File: src/rtl/noc_pkg.sv
// Shared types for the XY mesh router: port numbering, input FSM states and
// the default-width flit layout {head, tail, payload}.
package noc_pkg;

  localparam int NUM_PORTS   = 5;
  localparam int PORT_IDX_W  = 3;
  localparam int FLIT_DATA_W = 32;

  typedef enum logic [PORT_IDX_W-1:0] {
    PORT_N = 3'd0,
    PORT_E = 3'd1,
    PORT_S = 3'd2,
    PORT_W = 3'd3,
    PORT_L = 3'd4
  } port_e;

  typedef enum logic [1:0] {
    ST_IDLE,
    ST_ROUTE,
    ST_ACTIVE,
    ST_DRAIN
  } in_state_e;

  typedef struct packed {
    logic                   head;
    logic                   tail;
    logic [FLIT_DATA_W-1:0] payload;
  } flit_t;

  function automatic port_e opposite_port(input port_e p);
    case (p)
      PORT_N:  return PORT_S;
      PORT_E:  return PORT_W;
      PORT_S:  return PORT_N;
      PORT_W:  return PORT_E;
      default: return PORT_L;
    endcase
  endfunction

endpackage

File: src/rtl/noc_flit_fifo.sv
// Per-input flit buffer: DEPTH-entry circular FIFO with a combinational front.
// A push while full is ignored; the router flags that as an error.
module noc_flit_fifo #(
  parameter int DEPTH = 4,
  parameter int W     = 34
) (
  input  logic         clk,
  input  logic         rst,
  input  logic         push,
  input  logic         pop,
  input  logic [W-1:0] din,
  output logic         full,
  output logic         empty,
  output logic [W-1:0] front
);

  localparam int AW = $clog2(DEPTH);

  logic [W-1:0]  mem_q [DEPTH];
  logic [W-1:0]  mem_d [DEPTH];
  logic [AW-1:0] wr_ptr_q, wr_ptr_d;
  logic [AW-1:0] rd_ptr_q, rd_ptr_d;
  logic [AW:0]   count_q, count_d;
  logic          do_push, do_pop;

  assign full    = (count_q == (AW+1)'(DEPTH));
  assign empty   = (count_q == '0);
  assign front   = mem_q[rd_ptr_q];
  assign do_push = push && !full;
  assign do_pop  = pop && !empty;

  always_comb begin
    mem_d    = mem_q;
    wr_ptr_d = wr_ptr_q;
    rd_ptr_d = rd_ptr_q;
    if (do_push) begin
      mem_d[wr_ptr_q] = din;
      wr_ptr_d        = wr_ptr_q + 1'b1;
    end
    if (do_pop) begin
      rd_ptr_d = rd_ptr_q + 1'b1;
    end
    count_d = count_q + (AW+1)'(do_push) - (AW+1)'(do_pop);
  end

  always_ff @(posedge clk) begin
    mem_q <= mem_d;
  end

  always_ff @(posedge clk or posedge rst) begin
    if (rst) begin
      wr_ptr_q <= '0;
      rd_ptr_q <= '0;
      count_q  <= '0;
    end else begin
      wr_ptr_q <= wr_ptr_d;
      rd_ptr_q <= rd_ptr_d;
      count_q  <= count_d;
    end
  end

endmodule

File: src/rtl/noc_router_xy.sv
// 5-port wormhole mesh router: XY routing, per-input FIFOs, round-robin output
// locking per packet and credit-based flow control toward each neighbour.
module noc_router_xy
  import noc_pkg::*;
#(
  parameter int DATA_W     = 32,
  parameter int X_W        = 2,
  parameter int Y_W        = 2,
  parameter int MESH_X_NUM = 4,
  parameter int MESH_Y_NUM = 4,
  parameter int DEPTH      = 4
) (
  input  logic                                 clk,
  input  logic                                 rst,
  input  logic [X_W-1:0]                       my_x,
  input  logic [Y_W-1:0]                       my_y,
  input  logic [NUM_PORTS-1:0]                 in_valid,
  input  logic [NUM_PORTS-1:0][DATA_W+1:0]     in_flit,
  output logic [NUM_PORTS-1:0]                 in_credit,
  output logic [NUM_PORTS-1:0]                 out_valid,
  output logic [NUM_PORTS-1:0][DATA_W+1:0]     out_flit,
  input  logic [NUM_PORTS-1:0]                 out_credit,
  output logic                                 err
);

  localparam int FW = DATA_W + 2;
  localparam int CW = $clog2(DEPTH + 1);

  typedef struct packed {
    logic              head;
    logic              tail;
    logic [DATA_W-1:0] payload;
  } flit_w_t;

  flit_w_t                fifo_front [NUM_PORTS];
  logic [NUM_PORTS-1:0]   fifo_full, fifo_empty, fifo_pop;

  in_state_e              state_q [NUM_PORTS], state_d [NUM_PORTS];
  port_e                  route_q [NUM_PORTS], route_d [NUM_PORTS];
  logic [PORT_IDX_W-1:0]  owner_q [NUM_PORTS], owner_d [NUM_PORTS];
  logic [PORT_IDX_W-1:0]  rr_ptr_q [NUM_PORTS], rr_ptr_d [NUM_PORTS];
  logic [CW-1:0]          credit_q [NUM_PORTS], credit_d [NUM_PORTS];
  logic [NUM_PORTS-1:0]   lock_q, lock_d;
  logic [NUM_PORTS-1:0]   out_valid_q, out_valid_d;
  logic [NUM_PORTS-1:0][FW-1:0] out_flit_q, out_flit_d;
  logic [NUM_PORTS-1:0]   in_credit_q, in_credit_d;
  logic                   err_q, err_d;

  port_e                  head_route [NUM_PORTS];
  logic [NUM_PORTS-1:0]   head_illegal;
  logic [NUM_PORTS-1:0]   send;

  // Nearest requester after the last winner; the last winner itself ranks lowest.
  function automatic logic [PORT_IDX_W-1:0] rr_pick(input logic [NUM_PORTS-1:0] req,
                                                    input logic [PORT_IDX_W-1:0] ptr);
    logic [PORT_IDX_W-1:0] pick;
    int idx;
    pick = ptr;
    for (int k = NUM_PORTS; k >= 1; k--) begin
      idx = (int'(ptr) + k) % NUM_PORTS;
      if (req[idx]) pick = PORT_IDX_W'(idx);
    end
    return pick;
  endfunction

  for (genvar g = 0; g < NUM_PORTS; g++) begin : g_fifo
    noc_flit_fifo #(
      .DEPTH (DEPTH),
      .W     (FW)
    ) u_fifo (
      .clk   (clk),
      .rst   (rst),
      .push  (in_valid[g]),
      .pop   (fifo_pop[g]),
      .din   (in_flit[g]),
      .full  (fifo_full[g]),
      .empty (fifo_empty[g]),
      .front (fifo_front[g])
    );
  end

  always_comb begin
    logic [X_W-1:0] dx;
    logic [Y_W-1:0] dy;
    for (int i = 0; i < NUM_PORTS; i++) begin
      dx = fifo_front[i].payload[X_W+Y_W-1:Y_W];
      dy = fifo_front[i].payload[Y_W-1:0];
      if (dx > my_x)      head_route[i] = PORT_E;
      else if (dx < my_x) head_route[i] = PORT_W;
      else if (dy > my_y) head_route[i] = PORT_S;
      else if (dy < my_y) head_route[i] = PORT_N;
      else                head_route[i] = PORT_L;
      head_illegal[i] = (int'(dx) >= MESH_X_NUM) || (int'(dy) >= MESH_Y_NUM) ||
                        ((head_route[i] == port_e'(i)) && (i != int'(PORT_L)));
    end
  end

  always_comb begin
    logic [NUM_PORTS-1:0]  req;
    logic [PORT_IDX_W-1:0] sel;
    logic                  go;

    state_d     = state_q;
    route_d     = route_q;
    owner_d     = owner_q;
    rr_ptr_d    = rr_ptr_q;
    credit_d    = credit_q;
    lock_d      = lock_q;
    out_valid_d = '0;
    out_flit_d  = out_flit_q;
    fifo_pop    = '0;
    send        = '0;
    err_d       = err_q || |(in_valid & fifo_full);
    req         = '0;
    sel         = '0;
    go          = 1'b0;

    // Input side: route decode, protocol-violation drops and draining.
    for (int i = 0; i < NUM_PORTS; i++) begin
      case (state_q[i])
        ST_IDLE: begin
          if (!fifo_empty[i]) begin
            if (!fifo_front[i].head) begin
              fifo_pop[i] = 1'b1;
              err_d       = 1'b1;
            end else if (head_illegal[i]) begin
              state_d[i] = ST_DRAIN;
              err_d      = 1'b1;
            end else begin
              state_d[i] = ST_ROUTE;
              route_d[i] = head_route[i];
            end
          end
        end
        ST_DRAIN: begin
          if (!fifo_empty[i]) begin
            fifo_pop[i] = 1'b1;
            if (fifo_front[i].tail) state_d[i] = ST_IDLE;
          end
        end
        default: ;
      endcase
    end

    // Output side: locked owner streams, otherwise a free output arbitrates.
    for (int o = 0; o < NUM_PORTS; o++) begin
      for (int i = 0; i < NUM_PORTS; i++) begin
        req[i] = (state_q[i] == ST_ROUTE) && (route_q[i] == port_e'(o));
      end
      sel = owner_q[o];
      go  = 1'b0;
      if (credit_q[o] != '0) begin
        if (lock_q[o]) begin
          go = !fifo_empty[owner_q[o]];
        end else if (|req) begin
          sel         = rr_pick(req, rr_ptr_q[o]);
          rr_ptr_d[o] = sel;
          go          = 1'b1;
        end
      end
      if (go) begin
        send[o]        = 1'b1;
        fifo_pop[sel]  = 1'b1;
        out_valid_d[o] = 1'b1;
        out_flit_d[o]  = fifo_front[sel];
        owner_d[o]     = sel;
        lock_d[o]      = !fifo_front[sel].tail;
        state_d[sel]   = fifo_front[sel].tail ? ST_IDLE : ST_ACTIVE;
      end
      case ({send[o], out_credit[o]})
        2'b10:   credit_d[o] = credit_q[o] - 1'b1;
        2'b01:   if (credit_q[o] != CW'(DEPTH)) credit_d[o] = credit_q[o] + 1'b1;
        default: ;
      endcase
    end

    in_credit_d = fifo_pop;
  end

  always_ff @(posedge clk or posedge rst) begin
    if (rst) begin
      for (int i = 0; i < NUM_PORTS; i++) begin
        state_q[i]  <= ST_IDLE;
        route_q[i]  <= PORT_L;
        owner_q[i]  <= '0;
        rr_ptr_q[i] <= '0;
        credit_q[i] <= CW'(DEPTH);
      end
      lock_q      <= '0;
      out_valid_q <= '0;
      out_flit_q  <= '0;
      in_credit_q <= '0;
      err_q       <= 1'b0;
    end else begin
      state_q     <= state_d;
      route_q     <= route_d;
      owner_q     <= owner_d;
      rr_ptr_q    <= rr_ptr_d;
      credit_q    <= credit_d;
      lock_q      <= lock_d;
      out_valid_q <= out_valid_d;
      out_flit_q  <= out_flit_d;
      in_credit_q <= in_credit_d;
      err_q       <= err_d;
    end
  end

  assign out_valid = out_valid_q;
  assign out_flit  = out_flit_q;
  assign in_credit = in_credit_q;
  assign err       = err_q;

endmodule

File: config.mk
export PLATFORM = sky130hd
export DESIGN_NAME = noc_router_xy
export DESIGN_NICKNAME = d
export VERILOG_FILES = /design/src/rtl/noc_pkg.sv /design/src/rtl/noc_flit_fifo.sv /design/src/rtl/noc_router_xy.sv
export SDC_FILE = /design/constraint.sdc
export NUM_CORES = 2
export LEC_CHECK = 0
export CAP_MARGIN = 20
export CORE_UTILIZATION = 35
export CTS_BUF_LIST = sky130_fd_sc_hd__clkbuf_4
export DETAILED_ROUTE_END_ITERATION = 10
export GPL_TIMING_DRIVEN = 0
export MAX_ROUTING_LAYER = met4
export PLACE_DENSITY = 0.54
export SLEW_MARGIN = 20
export SYNTH_ARGS = -nofsm -noshare
export SYNTH_HDL_FRONTEND = slang
export SYNTH_HIERARCHICAL = 1
export SYNTH_SLANG_ARGS = --single-unit
File: constraint.sdc
create_clock -name clk -period 8.15 [get_ports clk]
set_clock_uncertainty 0.1 [all_clocks]
set_input_delay 1.63 -clock clk [delete_from_list [all_inputs] [get_ports clk]]
set_output_delay 1.63 -clock clk [all_outputs]
set_load 0.005 [all_outputs]
==> metrics.md <==
| Metric | Value |
|---|---|
| Seq/Total Area, Yosys | 50.4% |
| Seq cells post-synth | 971 |
| Vias | 43600 |
| Number of synthesized flops with an enable pin | 680 |
| Non-filler cells, final | 7436 |
| Wirelength, routed | 214000 um |
| Root buf cell | clkbuf_4 |
| Worst slew margin | 22.0% |
| Met1 Resource Use GR | 34.9% |
| CORE AREA | 156000 um2 |
| Drt drc | 0 |
| Main flop type after synthesis | edfxtp_1 |
| Drt initial violations | 4551 |
| CTS Hold Bufs | 0 |
| Via-to-Cell Ratio | 5.86 |
| Drt first pass iters | 6 |
| RSZ-0062 raised after global routing | true |
| Share of post-route cells with drive strength above 1 | 19.1% |
| Commonest non-fill, non-tap cell in the layout | edfxtp_1 |
| Period Utilization, post-route | 96.8% |
| WHS Path Cells | 2 |
| Fillers | 14700 |
| GRT Util Overall | 27.3% |
| Met3 Use GR | 5.80% |
| Die height | 399 um |
| Initial antenna violation count | 19 |
| Worst reg2reg setup slack | 0.26 ns |
| MaxCap Viol Count | 0 |
| Cell count after synthesis | 4477 |
| Dpl hpwl | 165000 um |
| PwrDens | 502 nW/um2 |
| CTS tree | built |
| Post-DRT Antenna Nets | 0 |
| Slowest stage cell, crit path | dfrtp_2 |
| Clk slew on worst S/H paths | 0.07 ns |
| Maximum VDD drop | 0.256 mV |
| Gp weighted congestion | 1.00 |
| Post-synthesis simple-gate area fraction | 10.6% |
| TritonCTS Buffers | 274 |
| Crit Path Class | flip-flop to flip-flop |
| WP data arrival | 8.84 ns |
| Syn Nets | 4871 |
| Mapped Area | 55000 um2 |
| Most frequent cells in the layout | edfxtp_1 (680), clkbuf_4 (407), clkdlybuf4s50_1 (364) |
| Compound-cell area share of the yosys netlist | 13.9% |
| Most used cell, CP | ha_1 |
| Wire length per cell | 28.8 um |
| Area Overhead vs Synth | 20.1% |
| Leak | 0.0249 uW |
| Nets@finish | 5570 |
| Port Buf Inserts | 365 |
| Pins Over Slew Limit | 0 |
| Setup violators final | 0 |
| Placed Cells | 6937 |
| CP Capture Type | flip-flop |
| Min-Delay Startpoint | out_flit[18] |
| Row count | 145 |
| Starting Density | 35.2% |
| Vias in the first global route | 41700 |
| CTS H-tree depth | 5 |
| DIE WIDTH | 399 um |
| Fmax | 127 MHz |
| Worst slew pin tran | 1.16 ns |
| Worst-skew pair later-pin latency | 1.25 ns |
| Async set-reset flop share out of synthesis | 30.0% |
| Critical Path Start Type | flip-flop |
| Fraction of the mapped netlist area in adder cells | 4.88% |
| I/O pin cnt | 367 |
| Avg Cell Area, Syn | 12.3 um2 |
| Largest family of logic cells by synthesized area | multiplexers |
| Min Hold Slack | 0.378 ns |
| Warnings, synthesis | 6 |
| CP Max Fanout | 14 |
| Die Area | 159000 um2 |
| Critical R2R Launch | rr_ptr_q[3] |
| Mux share of post-synthesis cell area | 15.4% |
| Fin. Hold Viols | 0 |
| CP top delay family | compound AO/OA/AOI/OAI gates |
| Count of cell types in the netlist | 116 |
| WP buf/inv | 6 |
| Outcome | finished clean |
| Largest net degree at the start of global routing | 33 |
| GR Overflow Total | 0 |
| Met2 GRT Util | 41.1% |
| Worst R2R Path Depth | 30 |
| Most Crowded Layer GR | met2 |
| Worst Hold End | out_flit[18] |
| Largest stage delay on the critical path | 0.58 ns |
| Clock sink count | 971 |
| First-pass GRT wire length | 302000 um |
| Worst Path Required | 9.11 ns |
| Post-route minimum period | 7.89 ns |
| Bufs on Longest Clock Path | 4 |
| R2r endpoint | g_fifo[4].u_fifo/count_q[2] |
| Post-synthesis xor/xnor area fraction | 1.03% |
| Min-Delay Path Class | flip-flop to flip-flop |
## repair_timing
action	CTS	global route
gates resized for setup	66	72
pin swaps	3	5
setup buffers	8	15
setup endpoints to repair	78	13
## cell families after synthesis
family                   Yosys count
multiplexers                     592
flip-flops                       971
buffers and inverters            448
XOR/XNOR                          62
adder cells (fa/ha/maj)          208
AND/OR/NAND/NOR                 1124
AO/OA/AOI/OAI                   1072
## worst max-delay path by stage
| stage | from | end | slack, ns | cells past startpoint |
|---|---|---|---|---|
| 2_1_floorplan | rr_ptr_q[6] | g_fifo[4].u_fifo/count_q[2] | 0.77 | 31 |
| 3_3_place_gp | rr_ptr_q[0] | g_fifo[2].u_fifo/count_q[2] | -1.96 | 32 |
| 3_5_place_dp | rr_ptr_q[12] | g_fifo[1].u_fifo/count_q[2] | -1.82 | 34 |
| 4_1_cts | rr_ptr_q[9] | g_fifo[1].u_fifo/count_q[2] | 0.02 | 31 |
| 5_1_grt | rr_ptr_q[0] | g_fifo[0].u_fifo/count_q[2] | 0.003 | 32 |
| 6_report | rr_ptr_q[3] | g_fifo[4].u_fifo/count_q[2] | 0.26 | 30 |
## stage by stage
stage	cell area, um2	total power, uW	utilization [%]	worst slack [ns]	setup TNS, ns
after floorplan	55000	20000	-	0.767	0
after global placement	61300	27500	39.2	-1.96	-150.40
after detailed placement	62100	27900	39.7	-1.82	-32.44
after CTS	65700	32600	42.1	0.0154	0
after global routing	66100	34700	42.3	0.00313	0
final	66100	33200	42.3	0.265	0
## registers in the layout, summed over array words and instances, names as in the netlist
name,flops
credit_q,15
err,1
g_fifo.u_fifo/count_q,15
g_fifo.u_fifo/mem_q,680
g_fifo.u_fifo/rd_ptr_q,10
g_fifo.u_fifo/wr_ptr_q,10
in_credit,5
lock_q,5
out_flit,170
out_valid,5
owner_q,15
route_q,15
rr_ptr_q,15
state_q,10
## synthesized netlist by cell type (19+ instances only)
master,instances,area (um2)
edfxtp_1,680,20400
nor2_1,349,1310
mux2i_1,339,3390
dfrtp_1,281,7030
nand2_1,252,946
ha_1,197,2460
a21oi_1,183,916
o21ai_0,180,901
inv_1,178,668
mux4_2,168,3780
clkbuf_1,124,465
buf_2,84,420
nand2b_1,77,482
nor3_1,65,325
nand3_1,62,310
mux2_2,60,676
o21a_1,59,443
xnor2_1,55,482
o211ai_1,53,398
a221oi_1,51,447
o221ai_1,48,420
a31oi_1,44,275
o22ai_1,42,263
a22oi_1,38,285
o22a_1,36,315
and3_1,35,219
nor2b_1,35,219
a211oi_1,34,255
o2bb2ai_1,30,263
a2bb2oi_1,26,228
a211o_1,24,210
and2_1,24,150
and3b_1,24,210
mux4_1,24,631
or2_2,22,138
buf_1,21,78.8
a21o_1,19,143
nand3b_1,19,143
## power breakdown
part,switching (uW),internal (uW)
Sequential,1310,6850
Clock,2070,2330
Combinational,12800,7850
Total,16100,17000
## layer usage
metal | vias up | share of wire (%)
met5 | - | 0
met4 | 0 | 5.0
met3 | 493 | 7.6
met2 | 2084 | 46
met1 | 22000 | 42
li1 | 19000 | -
## worst register-to-register path, delay by kind of cell (launching register included)
family	cells	cell delay, ns
AO/OA/AOI/OAI	9	2.25
XOR/XNOR	3	0.63
adder cells (fa/ha/maj)	6	1.61
buffers and inverters	6	0.89
flip-flops	1	0.58
AND/OR/NAND/NOR	6	1.64
## final cells by class
type                       count  area [um2]  share of cell area, %
sequential                   971       27700                   41.9
multi-input combinational   3058       25700                   38.9
timing repair buffer         425        4520                   6.84
clock buffer                 399        3000                   4.53
tap                         2058        2570                   3.90
buffer                       253        1430                   2.16
inverter                     193         747                   1.13
clock inverter                62         323                  0.488
antenna                       17        42.5                 0.0644
No activity file was read; power rests on OpenSTA's default activity.
